## config.mk

```make
export PLATFORM = sky130hd
export DESIGN_NAME = sudoku_ctrl
export DESIGN_NICKNAME = d
export VERILOG_FILES = /design/src/rtl/sudoku_ctrl.sv
export SDC_FILE = /design/constraint.sdc
export NUM_CORES = 1
export LEC_CHECK = 0
export ABC_CLOCK_PERIOD_IN_PS = 3540
export BUFFER_PORTS_ARGS = -buffer_cell sky130_fd_sc_hd__buf_2
export CORE_UTILIZATION = 56
export DETAILED_ROUTE_END_ITERATION = 16
export GPL_TIMING_DRIVEN = 1
export PLACE_DENSITY_LB_ADDON = 0.08
export SLEW_MARGIN = 20
export SYNTH_ARGS = -nofsm -noshare
export SYNTH_HDL_FRONTEND = slang
export SYNTH_SLANG_ARGS = --single-unit
```

## constraint.sdc

```tcl
create_clock -name clk -period 3.54 [get_ports clk]
set_input_delay 0.531 -clock clk [delete_from_list [all_inputs] [get_ports clk]]
set_output_delay 0.531 -clock clk [all_outputs]
set_load 0.01 [all_outputs]
```

## src/rtl/sudoku_ctrl.sv

```systemverilog
// Sudoku solver controller: loads 81 cells into the engine grid, supervises solver
// passes, then streams the solved grid out three cells per beat.
module sudoku_ctrl #(
  parameter int MAX_IDLE_PASSES = 2
) (
  input  logic        clk,
  input  logic        reset,
  input  logic        cell_valid,
  input  logic [3:0]  cell_data,
  output logic        cell_ready,
  output logic        gw_en,
  output logic [6:0]  gw_addr,
  output logic [3:0]  gw_data,
  output logic [6:0]  gr_addr,
  input  logic [3:0]  gr_data,
  output logic        eng_start,
  input  logic        eng_pass_end,
  input  logic        eng_progress,
  input  logic        eng_done,
  output logic        out_valid,
  output logic [11:0] out_data,
  input  logic        out_ready,
  output logic        busy,
  output logic        solved,
  output logic        stuck,
  output logic        err
);

  localparam int IW = (MAX_IDLE_PASSES < 1) ? 1 : $clog2(MAX_IDLE_PASSES + 1);

  typedef enum logic [2:0] {
    S_IDLE  = 3'd0,
    S_LOAD  = 3'd1,
    S_START = 3'd2,
    S_SOLVE = 3'd3,
    S_READ  = 3'd4,
    S_SEND  = 3'd5,
    S_FAIL  = 3'd6
  } state_t;

  state_t          state_q, state_d;
  logic [6:0]      load_cnt_q, load_cnt_d;
  logic [6:0]      base_q, base_d;
  logic [1:0]      rd_cnt_q, rd_cnt_d;
  logic [IW-1:0]   idle_cnt_q, idle_cnt_d;
  logic [11:0]     out_data_q, out_data_d;
  logic            solved_q, solved_d;
  logic            stuck_q, stuck_d;
  logic            err_q, err_d;

  logic            accept;
  logic            bad_cell;
  logic [1:0]      rd_sel;
  logic [IW-1:0]   idle_inc;

  always_ff @(posedge clk) begin
    if (reset) begin
      state_q    <= S_IDLE;
      load_cnt_q <= '0;
      base_q     <= '0;
      rd_cnt_q   <= '0;
      idle_cnt_q <= '0;
      out_data_q <= '0;
      solved_q   <= 1'b0;
      stuck_q    <= 1'b0;
      err_q      <= 1'b0;
    end else begin
      state_q    <= state_d;
      load_cnt_q <= load_cnt_d;
      base_q     <= base_d;
      rd_cnt_q   <= rd_cnt_d;
      idle_cnt_q <= idle_cnt_d;
      out_data_q <= out_data_d;
      solved_q   <= solved_d;
      stuck_q    <= stuck_d;
      err_q      <= err_d;
    end
  end

  always_comb begin
    state_d    = state_q;
    load_cnt_d = load_cnt_q;
    base_d     = base_q;
    rd_cnt_d   = rd_cnt_q;
    idle_cnt_d = idle_cnt_q;
    out_data_d = out_data_q;
    solved_d   = solved_q;
    stuck_d    = stuck_q;
    err_d      = err_q;

    cell_ready = (state_q == S_IDLE) || (state_q == S_LOAD);
    accept     = cell_valid && cell_ready && !reset;
    bad_cell   = cell_data > 4'd9;
    gw_en      = 1'b0;
    gw_addr    = load_cnt_q;
    gw_data    = 4'd0;
    eng_start  = 1'b0;
    out_valid  = 1'b0;
    busy       = 1'b0;
    idle_inc   = idle_cnt_q + IW'(1);
    // The fourth READ cycle only captures; keep the address on the last cell.
    rd_sel     = (rd_cnt_q == 2'd3) ? 2'd2 : rd_cnt_q;
    gr_addr    = base_q + {5'd0, rd_sel};

    case (state_q)
      S_IDLE: begin
        if (accept) begin
          solved_d = 1'b0;
          if (bad_cell) begin
            err_d   = 1'b1;
            state_d = S_FAIL;
          end else begin
            gw_en      = 1'b1;
            gw_data    = cell_data;
            load_cnt_d = 7'd1;
            state_d    = S_LOAD;
          end
        end
      end
      S_LOAD: begin
        busy = 1'b1;
        if (accept) begin
          if (bad_cell) begin
            err_d   = 1'b1;
            state_d = S_FAIL;
          end else begin
            gw_en   = 1'b1;
            gw_data = cell_data;
            if (load_cnt_q == 7'd80) begin
              load_cnt_d = 7'd0;
              state_d    = S_START;
            end else begin
              load_cnt_d = load_cnt_q + 7'd1;
            end
          end
        end
      end
      S_START: begin
        busy       = 1'b1;
        eng_start  = 1'b1;
        idle_cnt_d = '0;
        state_d    = S_SOLVE;
      end
      S_SOLVE: begin
        busy = 1'b1;
        // Completion outranks a stalled pass reported in the same cycle.
        if (eng_done) begin
          base_d   = 7'd0;
          rd_cnt_d = 2'd0;
          state_d  = S_READ;
        end else if (eng_pass_end) begin
          if (eng_progress) begin
            idle_cnt_d = '0;
          end else begin
            idle_cnt_d = idle_inc;
            if (idle_inc >= IW'(MAX_IDLE_PASSES)) begin
              stuck_d = 1'b1;
              state_d = S_FAIL;
            end
          end
        end
      end
      S_READ: begin
        busy     = 1'b1;
        rd_cnt_d = rd_cnt_q + 2'd1;
        if (rd_cnt_q != 2'd0) begin
          out_data_d = {out_data_q[7:0], gr_data};
        end
        if (rd_cnt_q == 2'd3) begin
          rd_cnt_d = 2'd0;
          state_d  = S_SEND;
        end
      end
      S_SEND: begin
        busy      = 1'b1;
        out_valid = 1'b1;
        if (out_ready) begin
          if (base_q == 7'd78) begin
            base_d   = 7'd0;
            solved_d = 1'b1;
            state_d  = S_IDLE;
          end else begin
            base_d  = base_q + 7'd3;
            state_d = S_READ;
          end
        end
      end
      S_FAIL: begin
      end
      default: begin
        state_d = S_FAIL;
      end
    endcase
  end

  assign out_data = out_data_q;
  assign solved   = solved_q;
  assign stuck    = stuck_q;
  assign err      = err_q;

endmodule
```

==> flow_summary.yaml, run 1 <==
outcome:
  status: "finished clean"
critical_path:
  rrSetupSlack_ns: 1.66
  endpoint_kind: "primary output"
  startpoint: "rd_cnt_q[0]"
  path_class: "reg2out"
  required_ns: 3.01
  start_kind: "flop"
  cp_max_fo: 5
  cp_data_arrival_time_ns: 2.10
  r2r_start: "state_q[0]"
route:
  dr_wl_met3_um: 158
  top_layer_used: "met4"
  drtIter0Drc: 74
  via_per_inst: 5.192
  routed_wl_um: 3996
  drc: 0
  vias: 1781
  wire_per_inst_um: 11.65
  drt_first_pass_iters: 4
  met2WireLength_um: 1803
  antenna_left: 0
  wl_met1_um: 1953
finish:
  layoutNonFillerInstCount: 343
  register_area_um2: 720.7
  area_delta_synth_final_pct: 16.72
  multiInputGateArea_mm2: 0.001181
  final_common_cell: "buf_2"
  fill_cells: 285
  diodes: 0
  final_cell_mix: "buf_2 (52), nand2_1 (38), dfxtp_1 (36)"
  layout-drive-gt1-share: 0.2424
  nets: 321
pwr:
  p_per_area_mw_per_mm2: 544.6
  irDropWorstVdd_uv: 431.2
  p_sw_uw: 494.0
  p_int_uw: 780.8
  seqPwrFrac: 0.424
  p_sw_frac: 0.3875
  power_frac_comb: 0.345
  leakagePower_uw: 0.001023
  pwr-share-clk: 0.231
clocking:
  cts-htree-levels: 2
  cts.sink_count: 36
  clk_latency_ns: 0.35
  cts_root_buffer: "clkbuf_4"
  clockBufferDepth: 2
  postCtsSetupBuffers: 0
  path_clk_slew_ns: 0.12
  cts_hold_buf: 0
  cts_tree: "done"
  cts_buffers: 5
  cts_resized: 0
synth:
  syn_avg_cell_area_um2: 7.991
  synth_flop_cell: "dfxtp_1"
  synth_top_family_by_area: "simple AND/OR/NAND/NOR gates"
  synthAdderAreaFrac: 0.06613
  synth_compound_area_frac: 0.1772
  ys_ff_latch: 36
  synthSimpleGateAreaFrac: 0.2795
  synth-warning-count: 0
  synth.distinct_cells: 47
  synth_edf_count: 0
  yosysSeqAreaShare: 0.3593
  syn_nets: 276
  syn_area_mm2: 0.002006
  synth_xor_area_frac: 0.06114
  synth.mux.area_fraction: 0.004991
  async_reset_ff_frac: 0
  synthCells: 251
global_route:
  grt_max_degree: 32
  grt_pass1_vias: 1445
  antenna_found_initial: 0
  track_usage: 0.2250
  grt_overflow: 0
  grt_pass1_wl_um: 6251
die:
  die_h_um: 61.85
  die_w_um: 61.85
  die_area_mm2: 0.003825
  start_util: 0.5917
  io_pins: 53
  row_count: 21
  coreArea_mm2: 0.003390
placement:
  place_inst: 335
  numPortBuffers: 52
  post-dp-hpwl_um: 2818
  gp_congestion: 0.8230
flow_run:
  maxCapViolations: 0
timing:
  timing.slew.headroom: 0.5323
  drv_slew: 0
  period_minus_slack_ns: 2.636
  fmax_mhz: 379.4
  tightest_slew_ns: 0.6990
  rsz0062_at_grt: "false"
  period_share: 0.7446
  fin_tns_setup_ns: 0
  setup_viol: 0
  hold_viol: 0
  fin_skew_ns: 0.01421
hold_path:
  min_from: "gr_data[2]"
  hold_path.class: "in2reg"
critical path, cell delays in order, from the launching register on:
cell	delay, ns
dfxtp_1	0.37
ha_1	0.25
or2_2	0.31
fa_1	0.46
nand3_1	0.12
xnor2_1	0.11
buf_2	0.14
final timing paths:
path	endpoint	cells after the start
hold / removal	out_data[2]	3
hold reg to reg	out_data[9]	2
setup / recovery	gr_addr[6]	6
setup reg to reg	state_q[2]	5
sequential cells by signal, summed over array words and instances, names as in the netlist:
register    flops
base_q          7
err             1
gw_addr         7
idle_cnt_q      2
out_data       12
rd_cnt_q        2
solved          1
state_q         3
stuck           1
area by class of cell:
cell class	instances	area share
Clock buffer	5	0.01603
Sequential cell	36	0.3079
Timing Repair Buffer	52	0.1112
Inverter	11	0.01764
Tap cell	46	0.02459
Multi-Input combinational cell	190	0.5045
Clock inverter	3	0.01817
cells in the mapped netlist (2+ instances only):
| cell | count | area, um^2 |
|---|---|---|
| a21oi_1 | 26 | 130.1 |
| xnor2_1 | 7 | 61.31 |
| a211oi_1 | 2 | 15.01 |
| nand2b_1 | 6 | 37.54 |
| buf_2 | 8 | 40.04 |
| and3b_1 | 3 | 26.28 |
| dfxtp_1 | 36 | 720.7 |
| and3_1 | 4 | 25.02 |
| nor3_1 | 8 | 40.04 |
| nand4b_1 | 2 | 17.52 |
| nand4_1 | 4 | 25.02 |
| nand3_1 | 5 | 25.02 |
| a31oi_1 | 2 | 12.51 |
| o21ai_2 | 2 | 17.52 |
| nor2_1 | 25 | 93.84 |
| nor2_2 | 2 | 12.51 |
| a21o_1 | 4 | 30.03 |
| nand2_1 | 38 | 142.6 |
| xor2_1 | 7 | 61.31 |
| ha_1 | 9 | 112.6 |
| or3_1 | 2 | 12.51 |
| o21ai_0 | 5 | 25.02 |
| inv_1 | 11 | 41.29 |
| and2_1 | 4 | 25.02 |
| clkbuf_1 | 6 | 22.52 |
| nor2b_1 | 2 | 12.51 |
metrics by stage:
step / setup WS, ns / total power (uW) / cell area, um^2 / hold WS, ns / utilization
6_report: 0.9041 / 1275 / 2341 / 0.4063 / 0.6907
5_1_grt: 0.7393 / 1370 / 2341 / 0.4004 / 0.6907
4_1_cts: 0.8699 / 1280 / 2341 / 0.3996 / 0.6907
3_5_place_dp: 1.170 / 984.7 / 2261 / 0.4466 / 0.6670
3_3_place_gp: 1.195 / 977.5 / 2261 / 0.4421 / 0.6670
2_1_floorplan: 1.441 / 885.9 / 2006 / 0.4686 / -
cells by family after synthesis:
family	count (synthesis)
and+or+nand+nor	112
AOI/OAI and AO/OA	53
DFF	36
buffers and inverters	25
xor gates and xnor gates	14
adders and majority gates	10
muxes	1
layer usage:
layer | vias to the layer above | GRT usage
met5 | - | 0
met4 | 0 | 0.09524
met3 | 8 | 0.05590
met2 | 38 | 0.3564
met1 | 783 | 0.2925
li1 | 952 | -
power by group through the flow:
stage / Clock (uW) / Sequential (uW) / Combinational, uW
final: 295 / 541 / 440
after global routing: 317 / 557 / 495
after CTS: 300 / 538 / 442
after detailed placement: 0 / 546 / 438
after global placement: 0 / 546 / 432
after floorplan: 0 / 471 / 415
(Power assumes the default switching activity.)
==> inputs of run 2 (changes only) <==
--- a/config.mk
+++ b/config.mk
@@ -5,9 +5,10 @@
 export SDC_FILE = /design/constraint.sdc
 export NUM_CORES = 1
 export LEC_CHECK = 0
-export ABC_CLOCK_PERIOD_IN_PS = 3540
+export ABC_AREA = 1
+export ABC_CLOCK_PERIOD_IN_PS = 2600
 export BUFFER_PORTS_ARGS = -buffer_cell sky130_fd_sc_hd__buf_2
-export CORE_UTILIZATION = 56
+export CORE_UTILIZATION = 53
 export DETAILED_ROUTE_END_ITERATION = 16
 export GPL_TIMING_DRIVEN = 1
 export PLACE_DENSITY_LB_ADDON = 0.08
==> constraint.sdc (replaced) <==
create_clock -name clk -period 2.6 [get_ports clk]
set_input_delay 0.39 -clock clk [delete_from_list [all_inputs] [get_ports clk]]
set_output_delay 0.39 -clock clk [all_outputs]
set_load 0.01 [all_outputs]
==> flow_summary.yaml, run 2 <==
finish:
  final_design_area_no_fill_mm2: 0.002484
  final_common_cell: "nand2_1"
  final_cell_mix: "nand2_1 (65), buf_2 (52), inv_1 (50)"
  nets: 387
  layout-drive-gt1-share: 0.2176
  area_delta_synth_final_pct: 16.70
  largest_register_ffs: 12
  fill_cells: 358
  diodes: 0
critical_path:
  cp.depth: 7
  start_kind: "flop"
  slowest_delay_ns: 0.44
  path_cells: "inv_1 > ha_1 > ha_1 > fa_1 > nand2_1 > xor2_1 > buf_2"
  rr_endpoint: "out_data[11]"
  slowest_stage: "fa_1"
  path_class: "reg2out"
  cp_data_arrival_time_ns: 1.95
  path_delay_family: "adder cells"
  endpoint_kind: "primary output"
  rrSetupSlack_ns: 0.77
  path_common_cell: "ha_1"
  cp_max_fo: 4
  required_ns: 2.21
  r2r_start: "state_q[1]"
  reg2reg_depth: 5
  worst-path-buf-inv: 2
outcome:
  status: "finished clean"
timing:
  fmax_mhz: 427.0
  timing.slew.headroom: 0.5180
  period_minus_slack_ns: 2.342
  drv_slew: 0
  tightest_slew_ns: 0.7231
  period_share: 0.9007
  fin_skew_ns: 0.003005
  rsz0062_at_grt: "false"
  fin_tns_setup_ns: 0
  hold_viol: 0
  setup_viol: 0
synth:
  synth-warning-count: 0
  synth.distinct_cells: 32
  syn_area_mm2: 0.002128
  yosysSeqAreaShare: 0.3386
  netlist_top_cells_count: "nand2_1 (65), inv_1 (50), nor2_1 (43)"
  ys_top_cells_by_area: "dfxtp_1 (34%), nand2_1 (11%), inv_1 (8.8%)"
  synth_top_cell_by_area: "dfxtp_1"
  async_reset_ff_frac: 0
  synth_edf_count: 0
  ys_ff_latch: 36
  syn_avg_cell_area_um2: 6.843
  syn_nets: 336
  synthCells: 311
  synth.top_cell.area_share: 0.3386
  synth.most_common_cell: "nand2_1"
  synth_flop_cell: "dfxtp_1"
route:
  drt_first_pass_iters: 4
  drtIter0Drc: 102
  routed_wl_um: 4389
  wire_per_inst_um: 10.68
  antenna_left: 0
  vias: 2027
  via_per_inst: 4.932
  drc: 0
clocking:
  cts_resized: 0
  cts_tree: "done"
  cts-htree-levels: 2
  path_clk_slew_ns: 0.07
  cts_root_buffer: "clkbuf_8"
  cts_buffers: 5
  postCtsSetupBuffers: 0
  clk_latency_ns: 0.29
  clockBufferDepth: 2
  cts.sink_count: 36
  cts_hold_buf: 0
die:
  start_util: 0.5685
  io_pins: 53
  die_w_um: 65.37
  row_count: 22
  die_h_um: 65.37
  die_area_mm2: 0.004273
  coreArea_mm2: 0.003744
pwr:
  p_per_area_mw_per_mm2: 713.2
  irDropWorstVdd_uv: 353.0
  leakagePower_uw: 0.001241
global_route:
  antenna_found_initial: 0
  grt_overflow: 0
  grt_max_degree: 25
  track_usage: 0.2281
  grt_pass1_vias: 1718
  grt_pass1_wl_um: 7452
hold_path:
  min_from: "gr_data[0]"
  hold_path.class: "in2reg"
  hold_depth: 3
  hold_path_end: "out_data[0]"
placement:
  post-dp-hpwl_um: 3299
  numPortBuffers: 52
  gp_congestion: 0.8816
  place_area_mm2: 0.002376
flow_run:
  maxCapViolations: 0
[run 2: cell types whose count changed after synthesis, sizes merged, moves of 4 or more]
cell,before,now
o21ai,8,22
nor3,9,5
nand2,38,69
a21o,4,0
inv,11,53
and3,4,0
nand3,5,11
nand2b,6,0
and2,4,0
nor2,27,48
clkbuf,6,2
xnor2,7,0
[run 2: how the worst max path moves through the flow]
stage | from | to | slack (ns)
floorplan | rd_cnt_q[1] | gr_addr[4] | 0.74
global placement | rd_cnt_q[1] | gr_addr[6] | 0.63
detailed placement | rd_cnt_q[1] | gr_addr[4] | 0.59
CTS | rd_cnt_q[1] | gr_addr[4] | 0.26
global route | rd_cnt_q[1] | gr_addr[4] | 0.14
finish | rd_cnt_q[1] | gr_addr[4] | 0.26
[run 2: cells by family after synthesis]
kind of cell / synth area share
buffers and inverters: 0.1346
flip-flops: 0.3386
adder cells (fa/ha/maj): 0.06232
AND/OR/NAND/NOR: 0.3045
AO/OA/AOI/OAI: 0.1270
XOR/XNOR: 0.03292
[run 2: per-layer routing]
metal | GRT usage | part of all wire
met1 | 0.2699 | 0.46
met2 | 0.3814 | 0.47
met3 | 0.06076 | 0.044
met4 | 0.1060 | 0.028
met5 | 0 | 0
[run 2: final cells by class]
| type | count | area [um^2] | area share |
|---|---|---|---|
| clock buffer | 6 | 72.57 | 0.02922 |
| clock inverter | 2 | 35.03 | 0.01411 |
| inverter | 53 | 198.9 | 0.08010 |
| multi-input combinational | 212 | 1121 | 0.4514 |
| sequential | 36 | 720.7 | 0.2902 |
| tap | 48 | 60.06 | 0.02418 |
| timing repair buffer | 54 | 275.3 | 0.1108 |
[run 2: power breakdown]
| part | switching (uW) | internal [uW] |
|---|---|---|
| sequential | 94.9 | 603 |
| combinational | 360 | 221 |
| clock | 208 | 285 |
| total | 663 | 1110 |
[run 2: per-stage QoR]
stage / worst slack, ns / utilization / hold slack [ns] / cells / power, uW
4_1_cts: 0.2597 / 0.6634 / 0.3669 / 411 / 1784
3_3_place_gp: 0.6347 / 0.6347 / 0.4303 / 403 / 1284
6_report: 0.2581 / 0.6634 / 0.3657 / 411 / 1771
5_1_grt: 0.1354 / 0.6634 / 0.3695 / 411 / 1898
2_1_floorplan: 0.7364 / - / 0.4539 / 311 / 1177
3_5_place_dp: 0.5917 / 0.6347 / 0.4316 / 403 / 1289
[run 2: worst register-to-register path: stages (launching register included)]
cell	delay, ns
dfxtp_1	0.68
nor2_4	0.09
nand2_2	0.10
or2_1	0.58
o21ai_0	0.18
a21oi_1	0.14
